$ cat src/rtl/ergs_pkg.sv
// Shared types and widths for the erg stroke-phase sequencer.
package ergs_pkg;

    localparam int PHASE_W      = 2;
    localparam int STROKE_CNT_W = 16;

    typedef enum logic [PHASE_W-1:0] {
        IDLE     = 2'd0,
        DRIVE    = 2'd1,
        RECOVERY = 2'd2
    } phase_t;

endpackage

$ cat src/rtl/tach_debounce.sv
// Two-flop synchroniser plus level debouncer for the raw tach input;
// rise_o is a registered one-cycle pulse on each debounced rising edge.
module tach_debounce #(
    parameter int DEBOUNCE = 4
) (
    input  logic clk,
    input  logic rst_n,
    input  logic tach_i,
    output logic rise_o
);

    localparam int CW = (DEBOUNCE > 1) ? $clog2(DEBOUNCE) : 1;
    localparam logic [CW-1:0] LAST = CW'(DEBOUNCE - 1);

    logic [1:0]    sync_q;
    logic          deb_q, deb_d;
    logic [CW-1:0] cnt_q, cnt_d;
    logic          rise_q;

    // NOTE: every signal assigned in always_comb gets a default first so no latch is inferred.
    always_comb begin
        deb_d = deb_q;
        cnt_d = '0;
        if (sync_q[1] != deb_q) begin
            if (cnt_q == LAST) begin
                deb_d = sync_q[1];
            end else begin
                cnt_d = cnt_q + CW'(1);
            end
        end
    end

    // NOTE: state registers use non-blocking assignments; reset is synchronous, sampled on the edge.
    always_ff @(posedge clk) begin
        if (!rst_n) begin
            sync_q <= '0;
            deb_q  <= 1'b0;
            cnt_q  <= '0;
            rise_q <= 1'b0;
        end else begin
            sync_q <= {sync_q[0], tach_i};
            deb_q  <= deb_d;
            cnt_q  <= cnt_d;
            rise_q <= deb_d & ~deb_q;
        end
    end

    assign rise_o = rise_q;

endmodule

$ cat src/rtl/stroke_phase_ctrl.sv
// Flywheel drive/recovery sequencer: interval measurement, accel/decel classifier and phase FSM.
// Optional stroke-period counter is built when STROKE_PERIOD_EN is defined.
module stroke_phase_ctrl
    import ergs_pkg::*;
#(
    parameter int CNT_W        = 32,
    parameter int DEBOUNCE     = 4,
    parameter int MIN_INTERVAL = 16,
    parameter int MARGIN       = 2,
    parameter int ACCEL_N      = 2,
    parameter int DECEL_N      = 2,
    parameter int TIMEOUT      = 1000000
) (
    input  logic                    count_clock,
    input  logic                    reset_n,
    input  logic                    tach_in,
    output logic                    start_drive,
    output logic                    start_recovery,
    output logic [PHASE_W-1:0]      phase,
    output logic [STROKE_CNT_W-1:0] stroke_count,
    output logic [CNT_W-1:0]        last_interval,
    output logic                    idle,
    output logic [CNT_W-1:0]        stroke_period
);

    localparam int RUN_MAX = (ACCEL_N > DECEL_N) ? ACCEL_N : DECEL_N;
    localparam int RUN_W   = $clog2(RUN_MAX + 1);

    localparam logic [CNT_W-1:0] CNT_MAX   = '1;
    localparam logic [CNT_W-1:0] MIN_IV    = CNT_W'(MIN_INTERVAL);
    localparam logic [CNT_W-1:0] TIMEOUT_V = CNT_W'(TIMEOUT);
    localparam logic [CNT_W:0]   MARGIN_X  = (CNT_W + 1)'(MARGIN);
    localparam logic [RUN_W-1:0] RUN_MAX_V = RUN_W'(RUN_MAX);
    localparam logic [RUN_W-1:0] ACCEL_V   = RUN_W'(ACCEL_N);
    localparam logic [RUN_W-1:0] DECEL_V   = RUN_W'(DECEL_N);

    logic tach_rise;

    tach_debounce #(.DEBOUNCE(DEBOUNCE)) u_tach_debounce (
        .clk    (count_clock),
        .rst_n  (reset_n),
        .tach_i (tach_in),
        .rise_o (tach_rise)
    );

    phase_t                  phase_q, phase_d;
    logic [CNT_W-1:0]        cnt_q, cnt_d;
    logic [CNT_W-1:0]        last_q, last_d;
    logic                    prev_valid_q, prev_valid_d;
    logic [RUN_W-1:0]        acc_q, acc_d, dec_q, dec_d;
    logic [RUN_W-1:0]        acc_n, dec_n;
    logic [STROKE_CNT_W-1:0] strokes_q, strokes_d;
    logic                    sd_q, sd_d, sr_q, sr_d;

    logic             accept, timeout_hit, accel, decel;
    logic [CNT_W:0]   cur_x, prev_x;

    // Compares run one bit wider so cur+MARGIN cannot wrap on a saturated interval.
    always_comb begin
        accept      = tach_rise && (cnt_q >= MIN_IV);
        timeout_hit = !accept && (cnt_q == TIMEOUT_V);
        cur_x       = {1'b0, cnt_q};
        prev_x      = {1'b0, last_q};
        accel       = (cur_x + MARGIN_X) < prev_x;
        decel       = cur_x > (prev_x + MARGIN_X);
    end

    always_comb begin
        phase_d      = phase_q;
        cnt_d        = (cnt_q == CNT_MAX) ? cnt_q : cnt_q + CNT_W'(1);
        last_d       = last_q;
        prev_valid_d = prev_valid_q;
        acc_d        = acc_q;
        dec_d        = dec_q;
        acc_n        = acc_q;
        dec_n        = dec_q;
        strokes_d    = strokes_q;
        sd_d         = 1'b0;
        sr_d         = 1'b0;

        if (accept) begin
            cnt_d        = CNT_W'(1);
            last_d       = cnt_q;
            prev_valid_d = 1'b1;
            if (prev_valid_q) begin
                if (accel) begin
                    acc_n = (acc_q == RUN_MAX_V) ? acc_q : acc_q + RUN_W'(1);
                    dec_n = '0;
                end else if (decel) begin
                    dec_n = (dec_q == RUN_MAX_V) ? dec_q : dec_q + RUN_W'(1);
                    acc_n = '0;
                end
                acc_d = acc_n;
                dec_d = dec_n;
                if (phase_q != DRIVE && acc_n == ACCEL_V) begin
                    phase_d   = DRIVE;
                    sd_d      = 1'b1;
                    strokes_d = strokes_q + STROKE_CNT_W'(1);
                    acc_d     = '0;
                    dec_d     = '0;
                end else if (phase_q == DRIVE && dec_n == DECEL_V) begin
                    phase_d = RECOVERY;
                    sr_d    = 1'b1;
                    acc_d   = '0;
                    dec_d   = '0;
                end
            end
        end else if (timeout_hit) begin
            phase_d      = IDLE;
            prev_valid_d = 1'b0;
            acc_d        = '0;
            dec_d        = '0;
        end
    end

    always_ff @(posedge count_clock) begin
        if (!reset_n) begin
            phase_q      <= IDLE;
            cnt_q        <= '0;
            last_q       <= '0;
            prev_valid_q <= 1'b0;
            acc_q        <= '0;
            dec_q        <= '0;
            strokes_q    <= '0;
            sd_q         <= 1'b0;
            sr_q         <= 1'b0;
        end else begin
            phase_q      <= phase_d;
            cnt_q        <= cnt_d;
            last_q       <= last_d;
            prev_valid_q <= prev_valid_d;
            acc_q        <= acc_d;
            dec_q        <= dec_d;
            strokes_q    <= strokes_d;
            sd_q         <= sd_d;
            sr_q         <= sr_d;
        end
    end

`ifdef STROKE_PERIOD_EN
    // A zero count means no DRIVE entry since reset/IDLE, so the period is left untouched.
    logic [CNT_W-1:0] sp_cnt_q, sp_cnt_d, sp_q, sp_d;

    always_comb begin
        sp_cnt_d = sp_cnt_q;
        sp_d     = sp_q;
        if (sd_d) begin
            if (sp_cnt_q != '0) begin
                sp_d = sp_cnt_q;
            end
            sp_cnt_d = CNT_W'(1);
        end else if (timeout_hit) begin
            sp_cnt_d = '0;
        end else if (sp_cnt_q != '0 && sp_cnt_q != CNT_MAX) begin
            sp_cnt_d = sp_cnt_q + CNT_W'(1);
        end
    end

    always_ff @(posedge count_clock) begin
        if (!reset_n) begin
            sp_cnt_q <= '0;
            sp_q     <= '0;
        end else begin
            sp_cnt_q <= sp_cnt_d;
            sp_q     <= sp_d;
        end
    end

    assign stroke_period = sp_q;
`else
    assign stroke_period = '0;
`endif

    assign start_drive    = sd_q;
    assign start_recovery = sr_q;
    assign phase          = phase_q;
    assign idle           = (phase_q == IDLE);
    assign stroke_count   = strokes_q;
    assign last_interval  = last_q;

endmodule

$ cat config.mk
export PLATFORM = sky130hd
export DESIGN_NAME = stroke_phase_ctrl
export DESIGN_NICKNAME = d
export VERILOG_FILES = /design/src/rtl/ergs_pkg.sv /design/src/rtl/tach_debounce.sv /design/src/rtl/stroke_phase_ctrl.sv
export SDC_FILE = /design/constraint.sdc
export NUM_CORES = 1
export LEC_CHECK = 0
export CAP_MARGIN = 10
export CORE_UTILIZATION = 40
export CTS_CLUSTER_SIZE = 25
export DETAILED_ROUTE_END_ITERATION = 7
export PLACE_DENSITY = 0.73
export SLEW_MARGIN = 15
export SYNTH_ARGS = -nofsm -noshare
export SYNTH_HDL_FRONTEND = slang
export SYNTH_SLANG_ARGS = --single-unit
$ cat constraint.sdc
create_clock -name count_clock -period 4.98 [get_ports count_clock]
set_clock_uncertainty 0.05 [all_clocks]
set_input_delay 1.494 -clock count_clock [delete_from_list [all_inputs] [get_ports count_clock]]
set_output_delay 1.494 -clock count_clock [all_outputs]
set_load 0.02 [all_outputs]
Word level (Yosys, flattened, before mapping) --
Index checks and enable logic that the tools add are counted.
Operators by class: eq/ne operators 13, reduce and logical (&&, ||, !) cells 14, muxes and demuxes 31, order comparisons 3, add/sub/neg operators 7, bitwise operators 6
Operators by type and width (count):
- 32-bit by 2-bit adder with 33-bit output, second input constant | 2
- 2-bit 2-to-1 mux | 23
- 32-bit by 33-bit greater-than comparator with 1-bit output | 1
- 33-bit by 32-bit < comparator with 1-bit output | 1
- 32-bit by 1-bit adder with 32-bit output, second input constant | 1
- 32-bit by 20-bit == test with 1-bit output, second input constant | 1
- 32-bit == test, second input constant | 1
- 32-bit by 5-bit greater-or-equal comparator with 1-bit output, second input constant | 1
- 16-bit by 1-bit adder with 16-bit output, second input constant | 1
- 2-bit == test, second input constant | 5
- 3-bit AND reduction | 3
- 1-bit 2-to-1 mux | 8
- 2-bit by 1-bit adder with 2-bit output, second input constant | 3
- 1-bit inverter | 5
- 1-bit logical AND | 4
- 2-bit inequality test, second input constant | 2
- 4-bit OR reduction | 1
- 3-bit by 1-bit inequality test with 1-bit output, second input constant | 1
- 3-bit OR reduction | 1
- 2-bit by 1-bit == test with 1-bit output, second input constant | 1
- 2-bit logical NOT | 1
- 2-bit by 1-bit inequality test with 1-bit output, second input constant | 1
- 2-bit AND reduction | 1
- 2-bit nonzero test | 1
- 4 further kinds | 4
Word-level totals: input port bits 3, output and inout port bits 85, word-level logic and storage cells 88, flip-flop bits (word level) 95

Depth between registers and ports, before layout --
word-level depth 12, mapped depth 19, depth with buffers taken out 18

By module --
From an unflattened synthesis, not the netlist that was laid out.
Second synthesis, totals: cells, all modules 863, area, all modules 6832.8 um^2
Modules (own cells, without submodules):
- stroke_phase_ctrl | seq. area each 1781.7 um^2, area each 6630.1 um^2, times used 1, cells an instance 848
- tach_debounce | seq. area each 120.1 um^2, area each 202.7 um^2, times used 1, cells an instance 15

Least setup slack after synthesis --
Ideal clock, no wire load.
kind register -> register, from register last_q[1] (netlist: last_interval[1]), to register strokes_q[9] (netlist: stroke_count[9]), library setup time 0.072 ns, buffers on the path 1, data required time 4.858 ns, setup slack 0.183 ns, period minus slack after synthesis 4.797 ns, cell stages (with the launch flop) 20, arrival 4.675 ns, cell sequence dfxtp_1 -> ha_1 -> and3_1 -> nand3_1 -> nor2_1 -> nand2_1 -> nor3_1 -> nand3_1 -> xnor2_1 -> ha_1 -> nand4_1 -> or4_1 -> or4_4 -> nor2_2 -> a31oi_2 -> a211oi_4 -> nor2_2 -> buf_2 -> nor4_2 -> mux2i_1
On the way: longest elaborated chain between the ends 9, elaborated cells on any way between the ends 10, classes of those cells add/sub (1); order compare (2); eq/ne (1); mux (4); reduce/logical (2)
Ends and longest elaborated chain:
- start, declared | RTL line stroke_phase_ctrl.sv:48 | logic [CNT_W-1:0] last_q, last_d;
- start signal, assigned | RTL line stroke_phase_ctrl.sv:130 | last_q <= last_d;
- 32-bit by 2-bit adder with 33-bit output | RTL line stroke_phase_ctrl.sv:65 | decel = cur_x > (prev_x + MARGIN_X);
- 32-bit by 33-bit greater-than comparator with 1-bit output | RTL line stroke_phase_ctrl.sv:65
- 2-bit 2-to-1 mux | RTL line stroke_phase_ctrl.sv:89 | end else if (decel) begin
- 2-bit 2-to-1 mux (*) | RTL line stroke_phase_ctrl.sv:86 | if (accel) begin
- 2-bit 2-to-1 mux (*) | RTL line stroke_phase_ctrl.sv:85 | if (prev_valid_q) begin
- 2-bit 2-to-1 mux (*) | RTL line stroke_phase_ctrl.sv:81 | if (accept) begin
- 2-bit == test (*) | RTL line stroke_phase_ctrl.sv:95 | if (phase_q != DRIVE && acc_n == ACCEL_V) begin
- 1-bit logical AND (*) | RTL line stroke_phase_ctrl.sv:95
- 3-bit AND reduction (no line) (*)
- end signal, assigned | RTL line stroke_phase_ctrl.sv:134 | strokes_q <= strokes_d;
- end, declared | RTL line stroke_phase_ctrl.sv:52 | logic [STROKE_CNT_W-1:0] strokes_q, strokes_d;
Mark *: on every way between the ends. The rest lies on a longest branch, timed or not. The select of a mux whose other input is x is not followed. A chain may end at the register's enable or synchronous reset.

Final worst setup path --
from register last_q[13] (netlist: last_interval[13]), to register strokes_q[5] (netlist: stroke_count[5])
The elaborated chain is that of the path after synthesis.

==> results.json <==
{
  "path_buf_inv": 3,
  "ir_drop_uv": 175,
  "final_common_cell": "nand2_1",
  "ys_ff_latch": 95,
  "worstPathRequired_ns": 5.20,
  "place_hpwl_mm": 13.2,
  "grt_pass1_wl_mm": 29.7,
  "synth_top_family_by_area": "simple AND/OR/NAND/NOR gates",
  "rr_worst_depth": 19,
  "start_util_pct": 41.0,
  "place_ws_ns": 0.0186,
  "drv_cap": 0,
  "wl_met2_mm": 8.23,
  "grtUsageTotal_pct": 21.0,
  "synthAdderAreaFrac_pct": 13.0,
  "cp.arrival_ns": 4.95,
  "antenna_cells": 0,
  "ys_seq_area_share_pct": 27.9,
  "cts.path.max_buffers": 2,
  "fin_nets": 1030,
  "post-route-drc-count": 0,
  "post_drt_wl_per_cell_microns": 15.0,
  "wl_met1_mm": 8.23,
  "place_congestion": 0.928,
  "cp_num_cells": 19,
  "core-area_sq_um": 16600,
  "viasPerCell": 5.29,
  "p_per_area_nw_per_um2": 200,
  "setup_viol": 0,
  "die_x_microns": 133,
  "setup-tns-final_ns": 0,
  "synth-edff-count": 0,
  "p_sw_uw": 398,
  "rsz0062_at_grt": "no",
  "antenna_found_initial": 0,
  "p_int_uw": 1210,
  "path_cells": "inv_1, nor3_1, and3_1, nand2_1, nor3_1, buf_4, nand3_1, xnor2_1, ha_1, nand4_1, or4_1, or4_4, nor2_2, a31oi_2, a211oi_4, buf_4, o21ai_2, or4_1, a21oi_1",
  "synth_compound_gate_area_share_pct": 12.8,
  "ios": 88,
  "synthSimpleGateAreaFrac_pct": 25.9,
  "holdCritPathClass": "flip-flop to flip-flop",
  "fin_crit_ns": 4.72,
  "fp.dieH_microns": 133,
  "finalHoldViolCount": 0,
  "cp_top_family": "simple AND/OR/NAND/NOR gates",
  "port_buffers": 55,
  "vias": 6248,
  "synth_cells": 886,
  "grt_max_degree": 33,
  "fin_ws_ns": 0.257,
  "sequentialPowerShare_pct": 47.6,
  "gr-total-overflow": 0,
  "rows": 47,
  "cts.clk_slew.worst_paths_ns": 0.07,
  "fillers": 1611,
  "wirelength_mm": 17.7,
  "post-route-period-util_pct": 94.8,
  "drive_above_1_share_pct": 8.43,
  "htree_levels": 3,
  "ant_nets": 0,
  "drtPass1Iterations": 5,
  "yosysWarnings": 0,
  "cp_max_fo": 5,
  "layout.cells.non_filler": 1181,
  "ys_async_sr_fraction_pct": 0,
  "fp.dieArea_sq_um": 17600,
  "holdPathStages": 1,
  "layout_common_cells": "nand2_1 (138), dfxtp_1 (94), a21oi_1 (70), ha_1 (70), nor2_1 (65)",
  "yosysUniqueCellTypes": 65,
  "sw_frac_of_total_pct": 24.8,
  "drv_slew": 0,
  "clockPowerShare_pct": 46.0,
  "power_leakage_uw": 0.00307,
  "cts_made_buffers": 9,
  "crit_slowest_cell": "or4_1",
  "finalPower_uw": 1610,
  "ys.flop_type": "dfxtp_1",
  "cts_sinks": 95,
  "route.met3.wl_microns": 891,
  "drtIter0Drc": 445,
  "clock_insertion_delay_worst_skew_ns": 0.36,
  "synth_xor_area_share_pct": 10.9,
  "top_layer": "met4",
  "outcome": "finished clean",
  "grt_pass1_vias": 5935,
  "path_class": "flip-flop to flip-flop",
  "syn2layout_area_growth_pct": 18.0,
  "end_kind": "flip-flop",
  "fmax_mhz": 212,
  "syn_area_sq_um": 6820,
  "place_inst": 1165,
  "synthMuxAreaShare_pct": 0.587,
  "power_frac_comb_pct": 6.4,
  "start_kind": "flip-flop",
  "cts_root_buf": "clkbuf_16",
  "syn_avg_cell_area_sq_um": 7.70,
  "slew_headroom_pct": 22.4,
  "tightest_slew_ns": 1.16,
  "critPathMaxStageDelay_ns": 0.54,
  "cts_tree": "done"
}
## final timing paths
path,slack [ns],to,from
hold / removal,0.38,u_tach_debounce.cnt_q[0]$_SDFF_PP0_,u_tach_debounce.cnt_q[0]$_SDFF_PP0_
setup reg to reg,0.26,stroke_count[5]$_SDFFE_PN0P_,last_interval[13]$_SDFFE_PN0P_
setup / recovery,0.26,stroke_count[5]$_SDFFE_PN0P_,last_interval[13]$_SDFFE_PN0P_
hold reg to reg,0.38,u_tach_debounce.cnt_q[0]$_SDFF_PP0_,u_tach_debounce.cnt_q[0]$_SDFF_PP0_
## sequential cells by signal, indices dropped and copies added (netlist names)
register	flops
acc_q	2
cnt_q	32
dec_q	2
last_interval	32
phase	2
prev_valid_q	1
start_drive	1
start_recovery	1
stroke_count	16
u_tach_debounce.cnt_q	2
u_tach_debounce.deb_q	1
u_tach_debounce.rise_o	1
u_tach_debounce.sync_q	2
## logic make-up after synthesis
| family | count (synthesis) |
|---|---|
| AOI/OAI and AO/OA | 138 |
| xor gates and xnor gates | 85 |
| adders and majority gates | 71 |
| buffers and inverters | 125 |
| DFF | 95 |
| muxes | 4 |
| other | 1 |
| and+or+nand+nor | 367 |
## cells in the mapped netlist, drive strengths merged, types with 13 or more instances
master    n  area share (%)
ha       71              13
nor2     68             3.8
nand3    42             3.1
nand2b   13             1.2
nand4    19             1.7
nand2   138             7.6
dfxtp    95              28
and3     17             1.6
nor3     18             1.4
xnor2    58             7.4
buf      42             4.2
xor2     27             3.5
o21ai    19             1.4
inv      51             2.8
clkbuf   31             1.7
a21oi    70             5.1
## per-layer routing
metal	track usage (%)	vias up
met5	0	-
met2	34.6	159
li1	-	3126
met4	6.90	0
met1	27.9	2938
met3	3.52	25
## worst register-to-register path, cell delays in order, from the launching register on
cell      delay [ns]
dfxtp_1         0.38
inv_1           0.10
nor3_1          0.32
and3_1          0.29
nand2_1         0.13
nor3_1          0.19
buf_4           0.17
nand3_1         0.09
xnor2_1         0.14
ha_1            0.29
nand4_1         0.11
or4_1           0.54
or4_4           0.46
nor2_2          0.13
a31oi_2         0.07
a211oi_4        0.29
buf_4           0.17
o21ai_2         0.07
or4_1           0.48
a21oi_1         0.15
## per-stage QoR
| stage | hold WS (ns) | util (%) | instance area [sq um] |
|---|---|---|---|
| after floorplan | 0.357 | - | 6940 |
| after global placement | 0.369 | 46.3 | 7700 |
| after detailed placement | 0.372 | 46.3 | 7700 |
| after CTS | 0.383 | 48.2 | 8020 |
| after global routing | 0.404 | 48.3 | 8050 |
| final | 0.379 | 48.3 | 8050 |
## repair_timing
| action | in CTS | in global routing |
|---|---|---|
| pin swaps | 0 | 1 |
| resized for setup | 1 | 8 |
| hold buffers | 0 | 0 |
| endpoints found under the setup margin | 2 | 16 |
| setup buffers | 0 | 0 |
## power by group through the flow
stage               Clock [uW]  Sequential (uW)  Combinational (uW)
finish                     739              764                 102
global placement             0              782                98.7
detailed placement           0              782                99.1
CTS                        751              764                 101
floorplan                    0              783                88.9
global route               783              764                 112
## final cells by class
type,count,area [sq um],share of cell area [%]
repair buffers,101,896,11.1
well taps,220,275,3.42
clock buffers,12,256,3.19
flip-flops and latches,95,1900,23.7
multi-input cells,697,4470,55.5
clock inverters,4,53.8,0.669
inverters,52,195,2.43
Power figures use the tool's default switching activity.
